--- config.mk ---
export PLATFORM = sky130hd
export DESIGN_NAME = mantissa_alu
export DESIGN_NICKNAME = d
export VERILOG_FILES = /design/src/rtl/fp_alu_pkg.sv /design/src/rtl/mag_addsub.sv /design/src/rtl/mantissa_alu.sv
export SDC_FILE = /design/constraint.sdc
export NUM_CORES = 1
export LEC_CHECK = 0
export ABC_AREA = 1
export CAP_MARGIN = 15
export CORE_AREA = 2 2 200 202
export DETAILED_ROUTE_END_ITERATION = 12
export DIE_AREA = 0 0 202 204
export PLACE_DENSITY = 0.52
export SLEW_MARGIN = 25
export SYNTH_ARGS = -nofsm -noshare
export SYNTH_HDL_FRONTEND = slang
export SYNTH_SLANG_ARGS = --single-unit
--- constraint.sdc ---
create_clock -name clk -period 5.75 [get_ports clk]
set_input_delay 1.15 -clock clk [delete_from_list [all_inputs] [get_ports clk]]
set_output_delay 1.15 -clock clk [all_outputs]
set_load 0.005 [all_outputs]
--- src/rtl/fp_alu_pkg.sv ---
// Opcodes and FSM state encoding shared by the FP-unit blocks.
package fp_alu_pkg;

  localparam logic [1:0] OP_ADD = 2'b00;
  localparam logic [1:0] OP_SUB = 2'b01;
  localparam logic [1:0] OP_MUL = 2'b10;
  localparam logic [1:0] OP_ILL = 2'b11;

  localparam logic [1:0] ST_IDLE   = 2'd0;
  localparam logic [1:0] ST_ADDSUB = 2'd1;
  localparam logic [1:0] ST_MUL    = 2'd2;
  localparam logic [1:0] ST_DONE   = 2'd3;

endpackage

--- src/rtl/mag_addsub.sv ---
// Combinational sign-magnitude adder/subtractor; sign_b is the already-effective sign.
module mag_addsub #(
  parameter int WIDTH = 26
) (
  input  logic [WIDTH-1:0] a,
  input  logic [WIDTH-1:0] b,
  input  logic             sign_a,
  input  logic             sign_b,
  output logic [WIDTH-1:0] mag,
  output logic             carry,
  output logic             sign
);

  logic [WIDTH:0] sum;

  assign sum = {1'b0, a} + {1'b0, b};

  always_comb begin
    // NOTE: every output gets a default first so no path leaves one unassigned (no latch).
    mag   = '0;
    carry = 1'b0;
    sign  = 1'b0;
    if (sign_a == sign_b) begin
      mag   = sum[WIDTH-1:0];
      carry = sum[WIDTH];
      sign  = sign_a;
    end else if (a > b) begin
      mag  = a - b;
      sign = sign_a;
    end else if (b > a) begin
      mag  = b - a;
      sign = sign_b;
    end
    // Equal magnitudes with opposite signs fall through to a positive zero.
  end

endmodule

--- src/rtl/mantissa_alu.sv ---
// Mantissa ALU: single-cycle sign-magnitude add/sub and WIDTH-cycle shift-add multiply.
module mantissa_alu
  import fp_alu_pkg::*;
#(
  parameter int WIDTH = 26
) (
  input  logic             clk,
  input  logic             rst,
  input  logic             in_valid,
  output logic             in_ready,
  input  logic [WIDTH-1:0] input_a,
  input  logic [WIDTH-1:0] input_b,
  input  logic             sign_a,
  input  logic             sign_b,
  input  logic [1:0]       operation,
  output logic             out_valid,
  input  logic             out_ready,
  output logic [WIDTH-1:0] result,
  output logic [WIDTH-1:0] result_hi,
  output logic             carry,
  output logic             sign_out,
  output logic             op_err
);

  localparam int CNT_W = $clog2(WIDTH + 1);

  logic [1:0]       state;
  logic [CNT_W-1:0] cnt;
  logic [WIDTH-1:0] opa;
  logic [WIDTH-1:0] opb;       // doubles as the low product half while multiplying
  logic [WIDTH-1:0] acc_hi;
  logic             sa;
  logic             sb_eff;
  logic [1:0]       op_q;

  logic [WIDTH-1:0] as_mag;
  logic             as_carry;
  logic             as_sign;

  logic [WIDTH:0]   step_sum;
  logic [WIDTH-1:0] next_hi;
  logic [WIDTH-1:0] next_lo;

  assign in_ready  = (state == ST_IDLE);
  assign out_valid = (state == ST_DONE);

  mag_addsub #(.WIDTH(WIDTH)) u_addsub (
    .a      (opa),
    .b      (opb),
    .sign_a (sa),
    .sign_b (sb_eff),
    .mag    (as_mag),
    .carry  (as_carry),
    .sign   (as_sign)
  );

  // One shift-add step: add the multiplicand if the current multiplier bit is set, then shift right.
  assign step_sum = {1'b0, acc_hi} + (opb[0] ? {1'b0, opa} : {(WIDTH+1){1'b0}});
  assign next_hi  = step_sum[WIDTH:1];
  assign next_lo  = {step_sum[0], opb[WIDTH-1:1]};

  always_ff @(posedge clk) begin
    // NOTE: state registers use non-blocking assignments so every update sees pre-edge values.
    if (rst) begin
      // NOTE: operand/accumulator registers are deliberately not reset; they are always loaded on accept.
      state     <= ST_IDLE;
      cnt       <= '0;
      result    <= '0;
      result_hi <= '0;
      carry     <= 1'b0;
      sign_out  <= 1'b0;
      op_err    <= 1'b0;
    end else begin
      case (state)
        ST_IDLE: begin
          if (in_valid) begin
            opa    <= input_a;
            opb    <= input_b;
            sa     <= sign_a;
            sb_eff <= (operation == OP_SUB) ? ~sign_b : sign_b;
            op_q   <= operation;
            acc_hi <= '0;
            cnt    <= '0;
            state  <= (operation == OP_MUL) ? ST_MUL : ST_ADDSUB;
          end
        end
        ST_ADDSUB: begin
          result_hi <= '0;
          if (op_q == OP_ILL) begin
            result   <= '0;
            carry    <= 1'b0;
            sign_out <= 1'b0;
            op_err   <= 1'b1;
          end else begin
            result   <= as_mag;
            carry    <= as_carry;
            sign_out <= as_sign;
            op_err   <= 1'b0;
          end
          state <= ST_DONE;
        end
        ST_MUL: begin
          acc_hi <= next_hi;
          opb    <= next_lo;
          cnt    <= cnt + CNT_W'(1);
          if (cnt == CNT_W'(WIDTH - 1)) begin
            result    <= next_lo;
            result_hi <= next_hi;
            carry     <= 1'b0;
            sign_out  <= sa ^ sb_eff;
            op_err    <= 1'b0;
            cnt       <= '0;
            state     <= ST_DONE;
          end
        end
        ST_DONE: begin
          if (out_ready) state <= ST_IDLE;
        end
        default: state <= ST_IDLE;
      endcase
    end
  end

endmodule

==> flow_results.org, run 1 <==
** Outcome
- Result of the run :: completed

** Finish
- Layout area overhead :: 17.6%
- Cells fill between 30 and 40% of the core in the end.
- Leaving out fill and tap cells, the most frequent cell in the layout is sky130_fd_sc_hd__nand2_1.
- Post-route non-filler standard cell count :: between 2000 and 3000
- In the layout the commonest cells are sky130_fd_sc_hd__nand2_1 (523), sky130_fd_sc_hd__inv_1 (306), sky130_fd_sc_hd__a21oi_1 (182), sky130_fd_sc_hd__nor2_1 (155), sky130_fd_sc_hd__o21ai_0 (138).
- The net count of the finished layout is ~2200.
- Final cell area excluding filler cells :: around 15000 µm²
- Fraction of layout instances using a drive strength above 1 :: ~4.4%
- 0 antenna diodes ended up in the layout.
- After filler insertion, the fill cell instance count of the layout stands at 4213.

** Yosys
- The average instance in the mapped netlist occupies about 6.6 µm².
- Counting distinct cell types in the post-synthesis netlist gives 47.
- Yosys printed 0 warnings.
- Primary FF master, synth :: sky130_fd_sc_hd__edfxtp_1
- After synthesis the netlist holds a flip-flop and latch count of 144.
- Summing every instance area after synthesis gives roughly 13000 µm².
- Syn Nets :: approximately 2100
- Number of enable-type register cells in the synthesized netlist :: 82
- Share of the yosys chip area belonging to registers :: between 20% and 30%
- Asr flop ratio synth :: 0%
- Synthesis handed over a netlist of a little under 2000 instances.

** Worst hold path
- The worst hold path belongs to the class register to register.

** Floorplan
- Starting density of the core :: 32.7%
- Vertical die dimension :: approximately 200 µm
- Full die area :: between 40000 and 50000 µm²
- Boundary Pins :: 117
- The die is about 200 µm wide.
- Core area :: a little under 40000 µm²
- Number of standard-cell rows in the floorplan :: 73

** Route
- Number of remaining DRC errors :: 0
- The first TritonRoute pass finished after 5 iterations.
- Vias :: 12900
- Iteration-0 DRC Markers :: slightly below 1000
- In the final routed layout, each cell accounts on average for between 15 and 20 µm.
- Final routed wirelength across all metal layers :: 48200 µm
- ANT nets after route :: 0
- In the routed layout, each cell is associated on average with a via count of 5.03.

** Timing
- Achievable Freq :: approximately 290 MHz
- Ratio of final minimum period to clock period :: roughly three fifths
- Worst relative slew slack :: a little under half
- Unrepaired setup endpoints after global routing :: false
- Sum of negative setup slack :: 0 ns
- The count of final hold-check violations is 0.
- Final number of setup-violating endpoints :: 0
- Worst-margin pin slew :: ~0.77 ns
- Clock skew after layout :: 0.0107 ns
- Number of slew-limit violations in the final report :: 0
- Final Critical Period :: roughly 3.5 ns

** Clocking
- Clock-pin slew was measured on the worst setup and hold paths at roughly 0.07 ns.
- Counting every sink on the clock net gives 144.
- Number of gates given a new drive strength after cts :: 0
- Post-CTS Setup Repair Bufs :: 0
- The later pin in the worst-skew pair is clocked with a latency of roughly 0.43 ns.
- TritonCTS clock tree :: yes
- Maximum root-to-sink buffer count :: 2
- TritonCTS buffer count :: 17
- In this run the clock root is driven by a sky130_fd_sc_hd__clkbuf_16.
- H-tree depth :: 4
- Hold buffer count at cts :: 0

** Global routing
- Initial antenna violation count :: 1
- All-Layer GR Usage :: between 20% and 30%
- The via count of the first global-routing pass came to about 13000.
- Remaining global-route overflow :: 0
- Global-route wire length before repair :: 73400 µm
- Entering global routing, the biggest net connects a little over 60 pins.

** Power and ir drop
- Total power density per cell area :: around 440 nW/µm²
- Share of total power in sequential cells :: 23.6%
- Switching power of the nets :: between 3000 and 4000 µW
- Clock power share :: approximately 17%
- Leakage :: approximately 0.0073 µW
- The share of total power dissipated in combinational logic is 59.0%.
- IR drop worst, VDD :: ~0.25 mV
- The internal power of the cells totals 3360 µW.
- After layout, the design draws a total of 6670 µW.
- Sw Ratio :: 49.7%

** Critical path
- STA classifies the critical path startpoint as a register.
- Crit Path Category :: register to register
- Largest fanout of any net on the critical path :: 9
- STA puts the critical path data required time at ~5.9 ns.
- Crit end category :: register
- Data on the critical path arrives at its endpoint at between 3 and 4 ns.

** Placed design
- Input and output buffers added on the ports amount to approximately 120.
- Including well taps, the total number of placed cells is 2527.
- After legalization and detailed placement, the total HPWL measured about 38000 µm.
- Summing all placed instances gives a cell area of 14400 µm².
- Placer Congestion :: approximately 0.95

** Run
- Max-cap violations in this run came to 0.
==> through the flow <==
step / hold WS (ns) / worst slack (ns)
after floorplan: 0.457 / 1.65
after global placement: 0.449 / 1.83
after detailed placement: 0.453 / 1.72
after CTS: 0.460 / 1.70
after global routing: 0.489 / 1.92
final: 0.462 / 2.25
==> power by group through the flow <==
| stage | clock network [µW] | registers [µW] | logic [µW] |
|---|---|---|---|
| after floorplan | 0 | 1540 | 2580 |
| after global placement | 0 | 1600 | 3870 |
| after global routing | 1220 | 1600 | 4370 |
| after CTS | 1180 | 1590 | 3900 |
| final | 1160 | 1580 | 3930 |
| after detailed placement | 0 | 1600 | 3880 |
==> cell type report <==
| type | instances | area [µm²] | area share [%] |
|---|---|---|---|
| clock buffers | 26 | 553 | 3.67 |
| clock inverters | 6 | 66.3 | 0.440 |
| inverters | 313 | 1180 | 7.82 |
| multi-input cells | 1418 | 7620 | 50.6 |
| flip-flops and latches | 144 | 3700 | 24.6 |
| well taps | 525 | 657 | 4.36 |
| repair buffers | 128 | 1280 | 8.49 |
==> Yosys cell counts (5+ instances only) <==
master | count | area (µm²)
sky130_fd_sc_hd__dfxtp_1 | 62 | 1240
sky130_fd_sc_hd__nor2_2 | 6 | 37.5
sky130_fd_sc_hd__inv_1 | 306 | 1150
sky130_fd_sc_hd__nand2_2 | 7 | 43.8
sky130_fd_sc_hd__nand3_1 | 120 | 601
sky130_fd_sc_hd__o21bai_1 | 18 | 135
sky130_fd_sc_hd__clkbuf_1 | 32 | 120
sky130_fd_sc_hd__a31oi_1 | 13 | 81.3
sky130_fd_sc_hd__xnor2_1 | 6 | 52.6
sky130_fd_sc_hd__buf_4 | 14 | 105
sky130_fd_sc_hd__nor2_1 | 157 | 589
sky130_fd_sc_hd__a21o_1 | 8 | 60.1
sky130_fd_sc_hd__nand4_1 | 28 | 175
sky130_fd_sc_hd__xor2_1 | 33 | 289
sky130_fd_sc_hd__nor2_4 | 6 | 67.6
sky130_fd_sc_hd__or2_2 | 8 | 50.1
sky130_fd_sc_hd__edfxtp_1 | 82 | 2460
sky130_fd_sc_hd__a21oi_2 | 5 | 43.8
sky130_fd_sc_hd__buf_2 | 8 | 40.0
sky130_fd_sc_hd__ha_1 | 109 | 1360
sky130_fd_sc_hd__nor3_1 | 11 | 55.1
sky130_fd_sc_hd__a21oi_1 | 182 | 911
sky130_fd_sc_hd__nand2_1 | 523 | 1960
sky130_fd_sc_hd__o21ai_0 | 138 | 691
==> metal layers <==
metal / vias up / global-route usage (%) / share of wire (%)
met4: 2 / 7.62 / 2.4
met3: 54 / 3.28 / 5.3
met2: 362 / 40.1 / 48
li1: 6418 / - / -
met1: 6033 / 30.2 / 44
met5: - / 0 / 0.027
==> critical path, cell delays in order, from the launching register on <==
cell                       delay (ns)
sky130_fd_sc_hd__edfxtp_1        0.60
sky130_fd_sc_hd__ha_1            0.35
sky130_fd_sc_hd__ha_1            0.23
sky130_fd_sc_hd__inv_1           0.07
sky130_fd_sc_hd__fa_1            0.40
sky130_fd_sc_hd__o21ai_0         0.37
sky130_fd_sc_hd__nand2_1         0.09
sky130_fd_sc_hd__nand2_1         0.18
sky130_fd_sc_hd__a21boi_0        0.15
sky130_fd_sc_hd__o21ai_0         0.39
sky130_fd_sc_hd__nand2_1         0.14
sky130_fd_sc_hd__nand2_1         0.08
sky130_fd_sc_hd__nand2_1         0.05
sky130_fd_sc_hd__nand3_1         0.10
sky130_fd_sc_hd__inv_1           0.05
==> cell families after synthesis <==
family | after synthesis | share of synthesized area (%)
XOR/XNOR | 39 | 2.67
buffers and inverters | 375 | 11.8
flip-flops | 144 | 28.9
AO/OA/AOI/OAI | 383 | 16.1
adder cells (fa/ha/maj) | 113 | 11.3
AND/OR/NAND/NOR | 883 | 29.3
==> flip-flops by register name (all words and copies together), names as in the netlist <==
name and cells:
cnt 5, result 26, opb 26, result_hi 26, carry 1, opa 26
sign_out 1, op_err 1, sb_eff 1, sa 1, acc_hi 26, state 2
op_q 2
==> final timing paths <==
kind / startpoint / to / slack (ns) / depth (start not counted)
worst min-delay path: op_err$_SDFFE_PP0P_ / op_err$_SDFFE_PP0P_ / 0.46 / 2
worst max-delay path: opb[0]$_DFFE_PP_ / acc_hi[19]$_DFFE_PP_ / 2.25 / 14
worst max register to register: opb[0]$_DFFE_PP_ / acc_hi[19]$_DFFE_PP_ / 2.25 / 14
worst min register to register: op_err$_SDFFE_PP0P_ / op_err$_SDFFE_PP0P_ / 0.46 / 2
Power figures use the tool's default switching activity.
==> run 2: changes to the inputs <==
clock period = 3.5 ns   (was 5.75 ns; I/O delays follow)
==> flow_results.org, run 2 (synthesis gave the netlist of run 1 again) <==
** Floorplan
- The vertical die dimension was 204 µm (unchanged).
- Full die area :: 41200 µm² (unchanged)
- The die width came to 202 µm (unchanged).
- The number of placement rows was 73 (unchanged).
- The core box area was 39200 µm² (unchanged).
- The number of ports placed on the die boundary was 117 (unchanged).
- The initial core utilization came to 32.7% (unchanged).

** Clocking
- Number of gates given a new drive strength after cts :: 0 (unchanged)
- Number of sinks on the clock net :: 144 (unchanged)
- Hold buffer count at cts :: 0 (unchanged)
- TritonCTS clock tree :: yes
- The number of buffers inserted to repair setup after CTS is 0 (unchanged).
- Register clock-pin slew on the reported worst setup and hold paths :: 0.06 ns (about the same)
- Maximum root-to-sink buffer count :: 2 (unchanged)
- Clock tree synthesis selected as its root buffer the cell sky130_fd_sc_hd__clkbuf_16.
- The maximum level of the CTS H-tree is 4 (unchanged).
- The insertion delay of the later-clocked pin in the worst-skew pair was 0.44 ns (about the same).
- TritonCTS buffer count :: 17 (unchanged)

** Critical path
- The worst setup path is captured at a register.
- STA classifies the critical path startpoint as a register.
- The endpoint required time on the critical path is 3.79 ns (-2.15 ns).
- Slowest cell delay on critical path :: 0.54 ns (-0.06 ns)
- The cell that appears most often on the critical path is sky130_fd_sc_hd__nand2_1.
- Crit Path Category :: register to register
- CP max-delay cell :: sky130_fd_sc_hd__nor4_1
- The arrival time at the worst endpoint is 3.49 ns (-0.20 ns).
- Cell chain of the critical path :: inv_1, ha_1, nand2_1, nor4_1, nand2_2, nand2_4, nand2_1, o21ai_0, a31oi_1
- Largest fanout of any net on the critical path :: 13 (+4)

** Timing
- Ratio of final minimum period to clock period :: 91.4% (+31 points)
- Clock skew after layout :: 0.0110 ns (+0.000304 ns)
- The transition time of the tightest slew-check pin came to 0.770 ns (-0.00443 ns).
- Worst relative slew slack :: 48.7% (+0.84 points)
- Sum of negative setup slack :: 0 ns (unchanged)
- Final number of setup-violating endpoints :: 0 (unchanged)
- The count of final hold-check violations came to 0 (unchanged).
- The clock period minus final worst setup slack is 3.20 ns (-0.297 ns).
- The max-slew violation count came to 0 (unchanged).
- The achievable frequency was 313 MHz (+9.3%).
- Setup repair after global routing left no endpoint under its margin.

** Finish
- The diode insertion count for antenna repair was 0 (unchanged).
- Area used by multi-input combinational logic :: 7620 µm² (unchanged)
- The final layout net count was 2221 (+1.2%).
- The final cell area excluding filler cells came to 15200 µm² (+0.85%).
- The number of fill cells came to 4190 (-0.55%).
- Fraction of layout instances using a drive strength above 1 :: 5.53% (+1.1 points)
- Leaving out fill and tap cells, the most frequent cell in the layout is sky130_fd_sc_hd__nand2_1.
- FF+latch area :: 3700 µm² (unchanged)
- The area growth from synthesis to layout is 18.6%.
- In the layout the commonest cells are sky130_fd_sc_hd__nand2_1 (523), sky130_fd_sc_hd__inv_1 (306), sky130_fd_sc_hd__a21oi_1 (182), sky130_fd_sc_hd__nor2_1 (155), sky130_fd_sc_hd__o21ai_0 (138).

** Power and ir drop
- The static leakage was 0.00742 µW (+1.3%).
- Share of total power in sequential cells :: 23.3% (-0.3 points)
- IR drop worst, VDD :: 0.441 mV (+74%)
- Clock power share :: 16.1% (-1.3 points)
- The net switching fraction of the power came to 50.4% (+0.70 points).
- The total power divided by cell area is 726 nW/µm² (+64%).
- The share of total power in combinational logic was 60.6% (+1.6 points).
- The switching power is 5550 µW (+67%).
- The total internal power is 5460 µW (+63%).

** Placed design
- Placer Congestion :: 0.956 (+0.43%)
- Cell area reported after detailed placement :: 14600 µm² (+1.4%)
- The count of buffers from port buffering is 116 (unchanged).
- Dpl hpwl :: 41200 µm (+7.1%)

** Global routing
- The total track usage was 24.7% (+1.3 points).
- The residual overflow from global routing was 0 (unchanged).
- Vias in the first global route :: 13000 (+1.6%)
- Global-route wire length before repair :: 76600 µm (+4.4%)
- Largest net degree at the start of global routing :: 55 (-9.8%)
- The initial antenna violation count is 0 (-1).

** Worst hold path
- The min-delay analysis places its worst path in the category register to register.

** Route
- The number of iterations in the first detailed-routing pass was 5 (unchanged).
- Iteration-0 DRC Markers :: 997 (+0.61%)
- Final routed wirelength across all metal layers :: 50900 µm (+5.5%)
- Mean number of vias per cell :: 5.07 (+0.90%)
- The number of vias after detailed routing is 13100 (+1.9%).
- ANT nets after route :: 0 (unchanged)
- The wire length per cell was 19.7 µm (+4.4%).
- Number of remaining DRC errors :: 0 (unchanged)

** Outcome
- Result of the run :: completed

** Run
- Max-capacitance violation count :: 0 (unchanged)
run 2: cell count changes in the layout (fill, tap and decap cells not counted), moves of 2 or more:
| cell | delta |
|---|---|
| sky130_fd_sc_hd__clkbuf_16 | -3 |
| sky130_fd_sc_hd__clkinv_2 | +3 |
| sky130_fd_sc_hd__clkbuf_8 | -3 |
| sky130_fd_sc_hd__buf_12 | +2 |
| sky130_fd_sc_hd__clkinv_1 | +3 |
| sky130_fd_sc_hd__buf_4 | +26 |
run 2: through the flow:
| step | utilization (%) | total power (µW) | hold slack [ns] | worst slack, ns | std cells |
|---|---|---|---|---|---|
| final | 38.7 | 11000 | 0.470 | 0.300 | 2586 |
| after CTS | 38.7 | 11000 | 0.470 | 0.226 | 2586 |
| after detailed placement | 37.3 | 9180 | 0.460 | 0.242 | 2554 |
| after floorplan | - | 6770 | 0.457 | 0.550 | 1937 |
| after global routing | 38.7 | 11900 | 0.488 | 0.0619 | 2586 |
| after global placement | 37.3 | 9210 | 0.456 | 0.284 | 2554 |
run 2: power by group through the flow:
stage          logic [µW]  clock network [µW]  registers (µW)
6_report             6670                1770            2570
5_1_grt              7380                1880            2610
4_1_cts              6630                1830            2570
3_5_place_dp         6580                   0            2600
3_3_place_gp         6620                   0            2590
2_1_floorplan        4250                   0            2520
run 2: final timing paths:
path	start	end	slack [ns]	cells past startpoint
worst min-delay path	result_hi[8]$_SDFFE_PP0P_	result_hi[8]$_SDFFE_PP0P_	0.47	2
worst max-delay path	opa[5]$_DFFE_PP_	result[0]$_SDFFE_PP0P_	0.30	9
worst max register to register	opa[5]$_DFFE_PP_	result[0]$_SDFFE_PP0P_	0.30	9
worst min register to register	result_hi[8]$_SDFFE_PP0P_	result_hi[8]$_SDFFE_PP0P_	0.47	2
run 2: worst max-delay path: cells and delay by family (launching register included):
kind            cells  cell delay (ns)
compound gates      2             0.62
fa+ha+maj           1             0.45
simple gates        5             1.43
buf+inv             1             0.09
flops               1             0.46
run 2: cell type report:
cell class	count	share of cell area, %
multi-input cells	1418	50.2
flip-flops and latches	144	24.4
repair buffers	154	9.69
inverters	313	7.76
well taps	525	4.33
clock buffers	19	2.85
clock inverters	13	0.799
run 2: metal layers:
layer | track usage (%) | vias up | wire [µm]
met5 | 0 | - | 0
met4 | 8.19 | 0 | 1480
met3 | 3.08 | 70 | 2510
met2 | 41.1 | 408 | 23600
met1 | 33.1 | 6176 | 23300
li1 | - | 6463 | -
==> RTL edit, RTL diff (settings of run 2) <==
`WIDTH` is set to 26 in 2 places; all go to 30.
--- a/src/rtl/mag_addsub.sv
+++ b/src/rtl/mag_addsub.sv
@@ -1,5 +1,5 @@
 // Combinational sign-magnitude adder/subtractor; sign_b is the already-effective sign.
 module mag_addsub #(
-  parameter int WIDTH = 26
+  parameter int WIDTH = 30
 ) (
   input  logic [WIDTH-1:0] a,
--- a/src/rtl/mantissa_alu.sv
+++ b/src/rtl/mantissa_alu.sv
@@ -3,5 +3,5 @@
   import fp_alu_pkg::*;
 #(
-  parameter int WIDTH = 26
+  parameter int WIDTH = 30
 ) (
   input  logic             clk,
Ports: changed (resized input_a, input_b, result and result_hi); port bits go from 117 to 133. The function was not compared with the original's and may differ.
==> RTL edit against run 2 <==
- setup slack worse by 0.082 ns
- routed wire length is 26% higher
- maximum frequency is 2.5% lower
- power rose by 17%
- synthesized area up 16%
- sequential cell count is 20 higher
- cell count up 13%
- final area grew 15%
- sequential power rose by 16%
- highest routed layer unchanged
==> RTL edit: results (changes against run 2) <==
- Cell count after placement: 2890 (+13%)
- Maximum cell stage delay along the critical path: 0.63 ns (+0.09 ns)
- EDFF count, synth: 94 (+15%)
- Met3 WL post-DR: 3560 microns (+42%)
- Part of the total power dissipated in sequential elements: 23.1% (-0.2 points)
- Maximum number of pins on one net before global-route repair: 66 (+20%)
- Hold Slack: 0.468 ns (-0.00277 ns)
- HPWL after detailed placement: 51700 microns (+25%)
- Met2 routed wirelength: 28700 microns (+22%)
- Iteration-0 DRC Markers: 1393 (+40%)
- Max-Slew Margin vs Limit: 34.2% (-14 points)
- Fill cell count: 4204 (+0.33%)
- Post-route clock skew: 0.0190 ns (+0.00806 ns)
- Outcome: completed
- Part of the power in the clock network: 15.0% (-1.1 points)
- Capturing instance or port of the critical path: result[9]
- Crit path DAT: 3.69 ns (+0.20 ns)
- Met2 track utilization from global routing: 49.9% (+8.7 points)
- Endpoint, Worst Hold: result_hi[4]
- Worst reg-to-reg setup slack: 0.22 ns (-0.08 ns)
- Via count of the first global-routing pass: 15000 (+16%)
- Wire length per cell after detailed routing: 21.9 microns (+11%)
- Buffers on Ports: 132 (+14%)
- Worst-path fanout max: 14 (+1)
- Grt met3 use: 4.10% (+1.0 points)
- Startpoint of the tightest hold check path: result_hi[4]
- Number of cells traversed by the worst register-to-register path: 14 (+5)
- Synthesized netlist net count: 2450 (+16%)
- Number of distinct library cells after synthesis: 49 (+4.3%)
- Cells taking the most area after synthesis: sky130_fd_sc_hd__edfxtp_1 19%, sky130_fd_sc_hd__nand2_1 16%, sky130_fd_sc_hd__ha_1 11%, sky130_fd_sc_hd__dfxtp_1 9.5%, sky130_fd_sc_hd__inv_1 9.2%
- Pleak: 8.59 nW (+16%)
- Global-route wire length before repair: 93900 microns (+23%)
- Switching share of power: 52.3% (+1.9 points)
- Placer's final routability congestion estimate: 0.953 (-0.24%)
- Post-DR vias/cell: 5.28 (+4.1%)
-- RTL edit: area by class of cell --
class                           count  area [sq um]  share of cell area [%]
Timing Repair Buffer              186          1790                    10.2
Sequential cell                   164          4220                    24.2
Clock buffer                       19           454                    2.60
Tap cell                          525           657                    3.76
Inverter                          376          1420                    8.11
Multi-Input combinational cell   1639          8790                    50.3
Clock inverter                     13           129                   0.738
Antenna cell                        1          2.50                  0.0143
-- RTL edit: logic make-up (layout without fill, tap and decap cells) --
group                    after synthesis  count (layout)  synth area share, %
buffers and inverters                450             594                 12.4
other                                  0               1                    0
flip-flops                           164             164                 28.5
adder cells (fa/ha/maj)              129             129                 11.1
AND/OR/NAND/NOR                     1023            1023                 29.4
XOR/XNOR                              45              45                 2.66
AO/OA/AOI/OAI                        442             442                 16.0
-- RTL edit: worst reg2reg max path, stage by stage, from the launching register on --
cell and delay [ns]:
sky130_fd_sc_hd__edfxtp_1 0.53, sky130_fd_sc_hd__ha_1 0.63, sky130_fd_sc_hd__nand2_2 0.17, sky130_fd_sc_hd__nor2_1 0.16, sky130_fd_sc_hd__nand2_1 0.17, sky130_fd_sc_hd__inv_1 0.13, sky130_fd_sc_hd__a21oi_1 0.15, sky130_fd_sc_hd__nand2_2 0.12
sky130_fd_sc_hd__nand2_2 0.08, sky130_fd_sc_hd__nor2_4 0.23, sky130_fd_sc_hd__buf_4 0.29, sky130_fd_sc_hd__nand2_1 0.09, sky130_fd_sc_hd__nand3_1 0.17, sky130_fd_sc_hd__nand3_1 0.15, sky130_fd_sc_hd__a21oi_1 0.14
-- RTL edit: stage by stage --
step / worst slack (ns) / cell area, sq um
detailed placement: 0.286 / 16900
floorplan: 0.126 / 14800
global route: 0.0747 / 17500
CTS: 0.270 / 17500
finish: 0.218 / 17500
global placement: 0.251 / 16900
